### config.mk
export PLATFORM = sky130hd
export DESIGN_NAME = burst_shifter
export DESIGN_NICKNAME = d
export VERILOG_FILES = /design/src/rtl/cache_types_pkg.sv /design/src/rtl/burst_shifter.sv
export SDC_FILE = /design/constraint.sdc
export NUM_CORES = 1
export LEC_CHECK = 0
export CAP_MARGIN = 20
export CORE_AREA = 3 3 253 255
export DETAILED_ROUTE_END_ITERATION = 6
export DIE_AREA = 0 0 256 258
export PLACE_DENSITY = 0.65
export SYNTH_ARGS = -nofsm -noshare
export SYNTH_HDL_FRONTEND = slang
export SYNTH_SLANG_ARGS = --single-unit
### constraint.sdc
create_clock -name clk -period 6.95 [get_ports clk]
set_clock_uncertainty 0.1 [all_clocks]
set_input_delay 0.695 -clock clk [delete_from_list [all_inputs] [get_ports clk]]
set_output_delay 0.695 -clock clk [all_outputs]
set_load 0.01 [all_outputs]
### src/rtl/cache_types_pkg.sv
// ============================================================================
// Module      : cache_types_pkg
// Description : Shared line/burst geometry and adaptor state encoding.
// Revision    : 1.0 - initial release
// ============================================================================
`default_nettype none

package cache_types_pkg;

  localparam int S_LINE  = 256;
  localparam int S_BURST = 64;
  localparam int S_BEATS = S_LINE / S_BURST;
  localparam int S_CNT_W = $clog2(S_BEATS);

  typedef enum logic [1:0] {
    ST_IDLE  = 2'd0,
    ST_READ  = 2'd1,
    ST_WRITE = 2'd2,
    ST_DONE  = 2'd3
  } adaptor_state_e;

  // Clears the byte-offset bits so bursts always start on a line boundary.
  function automatic logic [31:0] line_align(input logic [31:0] addr);
    return addr & ~32'(S_LINE / 8 - 1);
  endfunction

endpackage

`default_nettype wire

### src/rtl/burst_shifter.sv
// ============================================================================
// Module      : burst_shifter
// Description : Line buffer with beat counter; serialises write-back lines
//               and assembles fill lines one memory beat at a time.
// Revision    : 1.0 - initial release
// ============================================================================
`default_nettype none

module burst_shifter
  import cache_types_pkg::*;
(
  input  logic               clk,
  input  logic               rst,
  input  logic               i_clear,
  input  logic               i_load,
  input  logic [S_LINE-1:0]  i_line,
  input  logic               i_rd_beat,
  input  logic               i_wr_beat,
  input  logic [S_BURST-1:0] i_burst,
  output logic [S_LINE-1:0]  o_fill,
  output logic [S_BURST-1:0] o_beat,
  output logic               o_last
);

  logic [S_LINE-1:0]  r_buf;
  logic [S_CNT_W-1:0] r_count;
  logic [S_BURST-1:0] r_beat;
  logic [S_CNT_W-1:0] w_next;

  assign w_next = r_count + S_CNT_W'(1);
  assign o_last = (r_count == S_CNT_W'(S_BEATS - 1));
  assign o_beat = r_beat;

  // Completed line as it will look once the beat on i_burst is stored.
  always_comb begin
    o_fill = r_buf;
    o_fill[int'(r_count) * S_BURST +: S_BURST] = i_burst;
  end

  always_ff @(posedge clk) begin
    if (rst) begin
      r_buf   <= '0;
      r_count <= '0;
      r_beat  <= '0;
    end else begin
      if (i_clear) begin
        r_count <= '0;
      end else if (i_rd_beat || i_wr_beat) begin
        r_count <= w_next;
      end

      // The outgoing beat is pre-fetched so burst_o comes straight from a flop.
      if (i_load) begin
        r_buf  <= i_line;
        r_beat <= i_line[S_BURST-1:0];
      end else if (i_rd_beat) begin
        r_buf[int'(r_count) * S_BURST +: S_BURST] <= i_burst;
      end else if (i_wr_beat) begin
        r_beat <= r_buf[int'(w_next) * S_BURST +: S_BURST];
      end
    end
  end

endmodule

`default_nettype wire

==> flow_metrics.tcl, run 1 <==
set metrics [dict create \
    yosysUniqueCellTypes 52 \
    yosysMostFrequentCell "dfxtp_1" \
    p_per_area_nw_per_um2 203 \
    power_switching_mw 1.80 \
    n_fill_cell 6079 \
    cts_tree "built" \
    via_per_inst 6.28 \
    final_max_slew_viol_count 0 \
    finalHoldViolations 0 \
    swShare_pct 31.9 \
    drv_cap 0 \
    ys_ff_latch 322 \
    numPortBuffers 646 \
    dieArea_sq_um 66000 \
    post_dp_cell_area_sq_um 26600 \
    clk_pin_slew_ps 60 \
    setup_viol 0 \
    worst_pin_slew_ps 1180 \
    async_flop_share_pct 0 \
    start_util_pct 32.7 \
    post-dp-hpwl_mm 66.6 \
    worst_setup_path_end_kind "output pin" \
    post_cts_resize_count 0 \
    leakagePower_nw 10.1 \
    cp_num_buf_inv 3 \
    cts_buffers 41 \
    grt_pass1_wl_mm 153 \
    fmax_mhz 179 \
    post-cts-setup-buffer-count 0 \
    cts_htree_levels 2 \
    rsz0062_at_grt "no" \
    cts_num_sinks 322 \
    cts_root_buffer "clkbuf_16" \
    min_period_ps 5580 \
    nets 3208 \
    synth_edf_count 0 \
    path_delay_family "buffers and inverters" \
    fin_util_pct 45.1 \
    io-pin-count 647 \
    cp-start-kind "register" \
    seqPwrFrac_pct 37.3 \
    p_int_mw 3.85 \
    outcome "finished clean" \
    dr.first_iter.drc_count 2809 \
    gp_congestion 0.960 \
    netlist.area_leader.share_pct 31.9 \
    crit_arrival_ps 4780 \
    num_rows 91 \
    synthesis.nets 2824 \
    die_h_um 258 \
    drt-total-wl_mm 106 \
    syn2layout_area_growth_pct 37.9 \
    grt_usage_pct 30.1 \
    grt_max_degree 201 \
    drive_gt1_share_pct 9.55 \
    wl_per_cell_um 28.2 \
    coreArea_sq_um 61800 \
    clkPwrFrac_pct 35.6 \
    die_w_um 256 \
    yosys.area.top_type "dfxtp_1" \
    comb_power_share_pct 27.1 \
    path_cells "inv_1, ha_4, nor4bb_4, buf_4, a32o_1, clkdlybuf4s50_1" \
    antenna_found_initial 19 \
    clkLatencyLatePin_ps 560 \
    yosys_warnings 0 \
    via_count 23534 \
    seq_area_frac_synth_pct 31.9 \
    grt_pass1_vias 22744 \
    fin_area_sq_um 27900 \
    ant_nets 0 \
    synth_common_cells "dfxtp_1 (322), nand3_1 (280), inv_1 (270)" \
    drt_pass1_iterations 7 \
    overflow 0 \
    ir_worst_vdd_mv 0.149 \
    synthCells 2492 \
    netlist_top_cells_area "dfxtp_1 (32%), a22o_1 (7.7%), nand3_1 (6.9%)" \
    p_total_mw 5.65 \
    syn-cell-area_sq_um 20200 \
    fin_crit_sh_pct 80.2 \
    ctsHoldBuffers 0 \
    syn_avg_cell_area_sq_um 8.11 \
    setup_tns_ps 0 \
    min_path_type "register to register" \
    clockBufferDepth 3 \
    crit_path_max_fanout 64 \
    holdWs_ps 432 \
    crit_required_ps 6150 \
    crit_slowest_cell "buf_4" \
    relSlewSlack_pct 21.4 \
    ys.flop_type "dfxtp_1" \
    cpPeakStageDelay_ps 900 \
    crit_type "register to output pin" \
    drc 0 \
]
[per-stage QoR]
stage | std cells | setup WS, ps
finish | 3750 | 1370
global route | 3745 | 1210
CTS | 3735 | 1330
detailed placement | 3667 | 1940
global placement | 3666 | 1920
floorplan | 2492 | 3850
[flip-flops by register name, summed over array words and instances, names as in the netlist]
register / flops
r_count: 2
o_beat: 64
r_buf: 256
[layer usage]
layer	up-vias	part of all wire (%)	track usage (%)	routed length, um
met5	-	0.062	0	66
met2	1709	46	49.4	49100
met3	305	10	7.26	11000
li1	10051	-	-	-
met4	10	4.7	14.4	4960
met1	11459	38	37.3	40600
[power by group through the flow]
stage / Clock [mW] / Sequential, mW / Combinational (mW)
after floorplan: 0 / 2.10 / 0.770
after global placement: 0 / 2.14 / 1.49
after detailed placement: 0 / 2.14 / 1.50
after CTS: 2.04 / 2.10 / 1.51
after global routing: 2.10 / 2.11 / 1.61
final: 2.01 / 2.11 / 1.53
[tightest hold or removal path: stages (launching register included)]
cell and delay (ps):
dfxtp_1 320, nor3_1 50, nor3_1 110
[cell type report]
type	count	area, sq um	share of cell area, %
repair buffers	680	6830	24.5
inverters	272	1020	3.67
multi-input cells	1559	11300	40.5
well taps	837	1050	3.76
clock buffers	62	1150	4.14
diodes	12	30.0	0.108
clock inverters	6	45.0	0.162
flip-flops and latches	322	6450	23.1
[final timing paths]
check / start / end / slack, ps / cells past startpoint
worst min-delay path: o_beat[31]$_SDFFE_PP0P_ / o_beat[31]$_SDFFE_PP0P_ / 430 / 2
worst max-delay path: r_count[0]$_SDFFE_PP0P_ / o_fill[184] / 1370 / 6
worst min register to register: o_beat[31]$_SDFFE_PP0P_ / o_beat[31]$_SDFFE_PP0P_ / 430 / 2
worst max register to register: r_count[0]$_SDFFE_PP0P_ / o_beat[46]$_SDFFE_PP0P_ / 2800 / 6
[kinds of logic after synthesis]
family | Yosys count | share of synthesized area, %
and+or+nand+nor | 645 | 17.4
adders and majority gates | 6 | 0.371
DFF | 322 | 31.9
buffers and inverters | 611 | 12.8
AOI/OAI and AO/OA | 796 | 30.3
xor gates and xnor gates | 1 | 0.0433
muxes | 111 | 7.18
[layout by cell type (no fill, tap or decap), types with 89 or more instances in the layout]
| cell | n |
|---|---|
| a21oi_1 | 166 |
| a22o_1 | 177 |
| mux2_2 | 92 |
| clkdlybuf4s50_1 | 643 |
| nand3b_1 | 89 |
| nand2_1 | 107 |
| nand3_1 | 280 |
| a31oi_1 | 89 |
| inv_1 | 267 |
| a221oi_1 | 108 |
| dfxtp_1 | 321 |
Note: power is estimated with default switching activity, not from simulation.
==> run 2, diff against run 1 <==
--- a/config.mk
+++ b/config.mk
@@ -6,10 +6,10 @@
 export NUM_CORES = 1
 export LEC_CHECK = 0
 export CAP_MARGIN = 20
-export CORE_AREA = 3 3 253 255
+export CORE_AREA = 3 3 249 251
 export DETAILED_ROUTE_END_ITERATION = 6
-export DIE_AREA = 0 0 256 258
-export PLACE_DENSITY = 0.65
+export DIE_AREA = 0 0 252 254
+export PLACE_DENSITY = 0.69
 export SYNTH_ARGS = -nofsm -noshare
 export SYNTH_HDL_FRONTEND = slang
 export SYNTH_SLANG_ARGS = --single-unit
==> constraint.sdc (replaced) <==
create_clock -name clk -period 4.65 [get_ports clk]
set_clock_uncertainty 0.1 [all_clocks]
set_input_delay 0.465 -clock clk [delete_from_list [all_inputs] [get_ports clk]]
set_output_delay 0.465 -clock clk [all_outputs]
set_load 0.01 [all_outputs]
==> flow_metrics.tcl, run 2 (synthesis gave the netlist of run 1 again) <==
set metrics [dict create \
    dieArea_sq_um 64000 \
    hold_path_startpoint "i_line[206]" \
    numPortBuffers 646 \
    antenna_found_initial 9 \
    grt_pass1_wl_mm 148 \
    reg2reg_from "r_count[0]$_SDFFE_PP0P_" \
    die_h_um 254 \
    setup_tns_ps 0 \
    grt_max_degree 177 \
    crit_required_ps 4090 \
    comb_power_share_pct 26.3 \
    grt_usage_pct 30.2 \
    holdPathStages 3 \
    path_cells "inv_1, ha_1, nand3_1, nor3_4, buf_4, a22o_1, clkdlybuf4s50_1" \
    cts_buffers 40 \
    cts_root_buffer "clkbuf_16" \
    fin_cells 3708 \
    clk_pin_slew_ps 60 \
    dr.first_iter.drc_count 2675 \
    path_delay_family "simple AND/OR/NAND/NOR gates" \
    clkPwrFrac_pct 37.8 \
    start_util_pct 33.6 \
    final_max_slew_viol_count 0 \
    cp_num_buf_inv 3 \
    cpPeakStageDelay_ps 840 \
    crit_type "register to output pin" \
    rrSetupSlack_ps 1260 \
    via_per_inst 6.25 \
    relSlewSlack_pct 21.5 \
    drc 0 \
    via_count 23179 \
    clkLatencyLatePin_ps 570 \
    holdWs_ps 357 \
    drt_pass1_iterations 6 \
    regMostFlops "r_buf" \
    reg2reg_to "r_buf[59]$_SDFFE_PP0P_" \
    crit_slowest_cell "nor3_4" \
    nets 3223 \
    hold-path-endpoint "r_buf[206]$_SDFFE_PP0P_" \
    gp_congestion 0.902 \
    drv_cap 0 \
    fmax_mhz 232 \
    die_w_um 252 \
    crit_arrival_ps 3750 \
    overflow 0 \
    coreArea_sq_um 60100 \
    leakagePower_nw 10.3 \
    r2r_cells 6 \
    crit_path_max_fanout 17 \
    fin_crit_sh_pct 92.9 \
    p_int_mw 6.01 \
    post_cts_resize_count 0 \
    grt_pass1_vias 22154 \
    mostFrequentLayoutCell "clkdlybuf4s50_1" \
    cts_tree "built" \
    worst_pin_slew_ps 1180 \
    min_period_ps 4320 \
    worst_setup_path_end_kind "output pin" \
    largest_register_ffs 256 \
    outcome "finished clean" \
    syn2layout_area_growth_pct 39.0 \
    wl_per_cell_um 27.5 \
    cts_num_sinks 322 \
    ir_worst_vdd_mv 0.219 \
    ant_nets 0 \
    seqPwrFrac_pct 35.9 \
    finalHoldViolations 0 \
    layout_common_cells "clkdlybuf4s50_1 (643), dfxtp_1 (321), nand3_1 (280)" \
    post-dp-hpwl_mm 64.8 \
    p_per_area_nw_per_um2 310 \
    post-cts-setup-buffer-count 0 \
    power_switching_mw 2.69 \
    io-pin-count 647 \
    drt-total-wl_mm 102 \
    clockBufferDepth 3 \
    ctsHoldBuffers 0 \
    rsz0062_at_grt "no" \
    dp_cells 3631 \
    swShare_pct 30.9 \
    num_rows 90 \
    setup_viol 0 \
    drive_gt1_share_pct 10.2 \
    cp-start-kind "register" \
    min_path_type "input port to register" \
    cts_htree_levels 2 \
]
==> run 2: tightest hold or removal path, cell delays in order <==
cell	delay (ps)
clkdlybuf4s50_1	390
inv_1	50
a221oi_1	70
==> run 2: routing by layer <==
| metal | wire length (um) | share of wire [%] | vias up | global-route usage, % |
|---|---|---|---|---|
| li1 | - | - | 10095 | - |
| met1 | 40100 | 39 | 11152 | 38.5 |
| met2 | 46900 | 46 | 1653 | 48.7 |
| met3 | 10600 | 10 | 277 | 7.35 |
| met4 | 4470 | 4.4 | 2 | 13.5 |
| met5 | 11 | 0.011 | - | 0 |
==> run 2: worst max path at each step <==
stage	startpoint	depth (start not counted)	end
after floorplan	r_count[0]$_SDFFE_PP0P_	11	o_fill[105]
after global placement	r_count[1]$_SDFFE_PP0P_	7	o_fill[119]
after detailed placement	r_count[1]$_SDFFE_PP0P_	7	o_fill[119]
after CTS	r_count[1]$_SDFFE_PP0P_	7	o_fill[119]
after global routing	r_count[1]$_SDFFE_PP0P_	7	o_fill[119]
final	r_count[1]$_SDFFE_PP0P_	7	o_fill[119]
==> run 2: power groups by stage <==
stage | clock network (mW) | registers, mW | logic, mW
6_report | 3.29 | 3.13 | 2.29
5_1_grt | 3.41 | 3.14 | 2.43
4_1_cts | 3.32 | 3.11 | 2.27
3_5_place_dp | 0 | 3.17 | 2.26
3_3_place_gp | 0 | 3.17 | 2.25
2_1_floorplan | 0 | 3.13 | 1.15
==> run 2: layout make-up <==
cell class                      instances  area [sq um]
Antenna cell                            8          20.0
Clock buffer                           58          1160
Clock inverter                         11           179
Fill cell                            5834         32000
Inverter                              272          1020
Multi-Input combinational cell       1559         11300
Sequential cell                       322          6450
Tap cell                              782           978
Timing Repair Buffer                  696          7000
==> run 2: through the flow <==
| step | cell area, sq um | utilization, % | setup slack (ps) | total power, mW |
|---|---|---|---|---|
| after floorplan | 20200 | - | 1780 | 4.28 |
| after global placement | 26700 | 44.5 | 952 | 5.42 |
| final | 28100 | 46.7 | 331 | 8.71 |
| after detailed placement | 26700 | 44.5 | 910 | 5.43 |
| after CTS | 28100 | 46.7 | 290 | 8.70 |
| after global routing | 28100 | 46.7 | 117 | 8.98 |
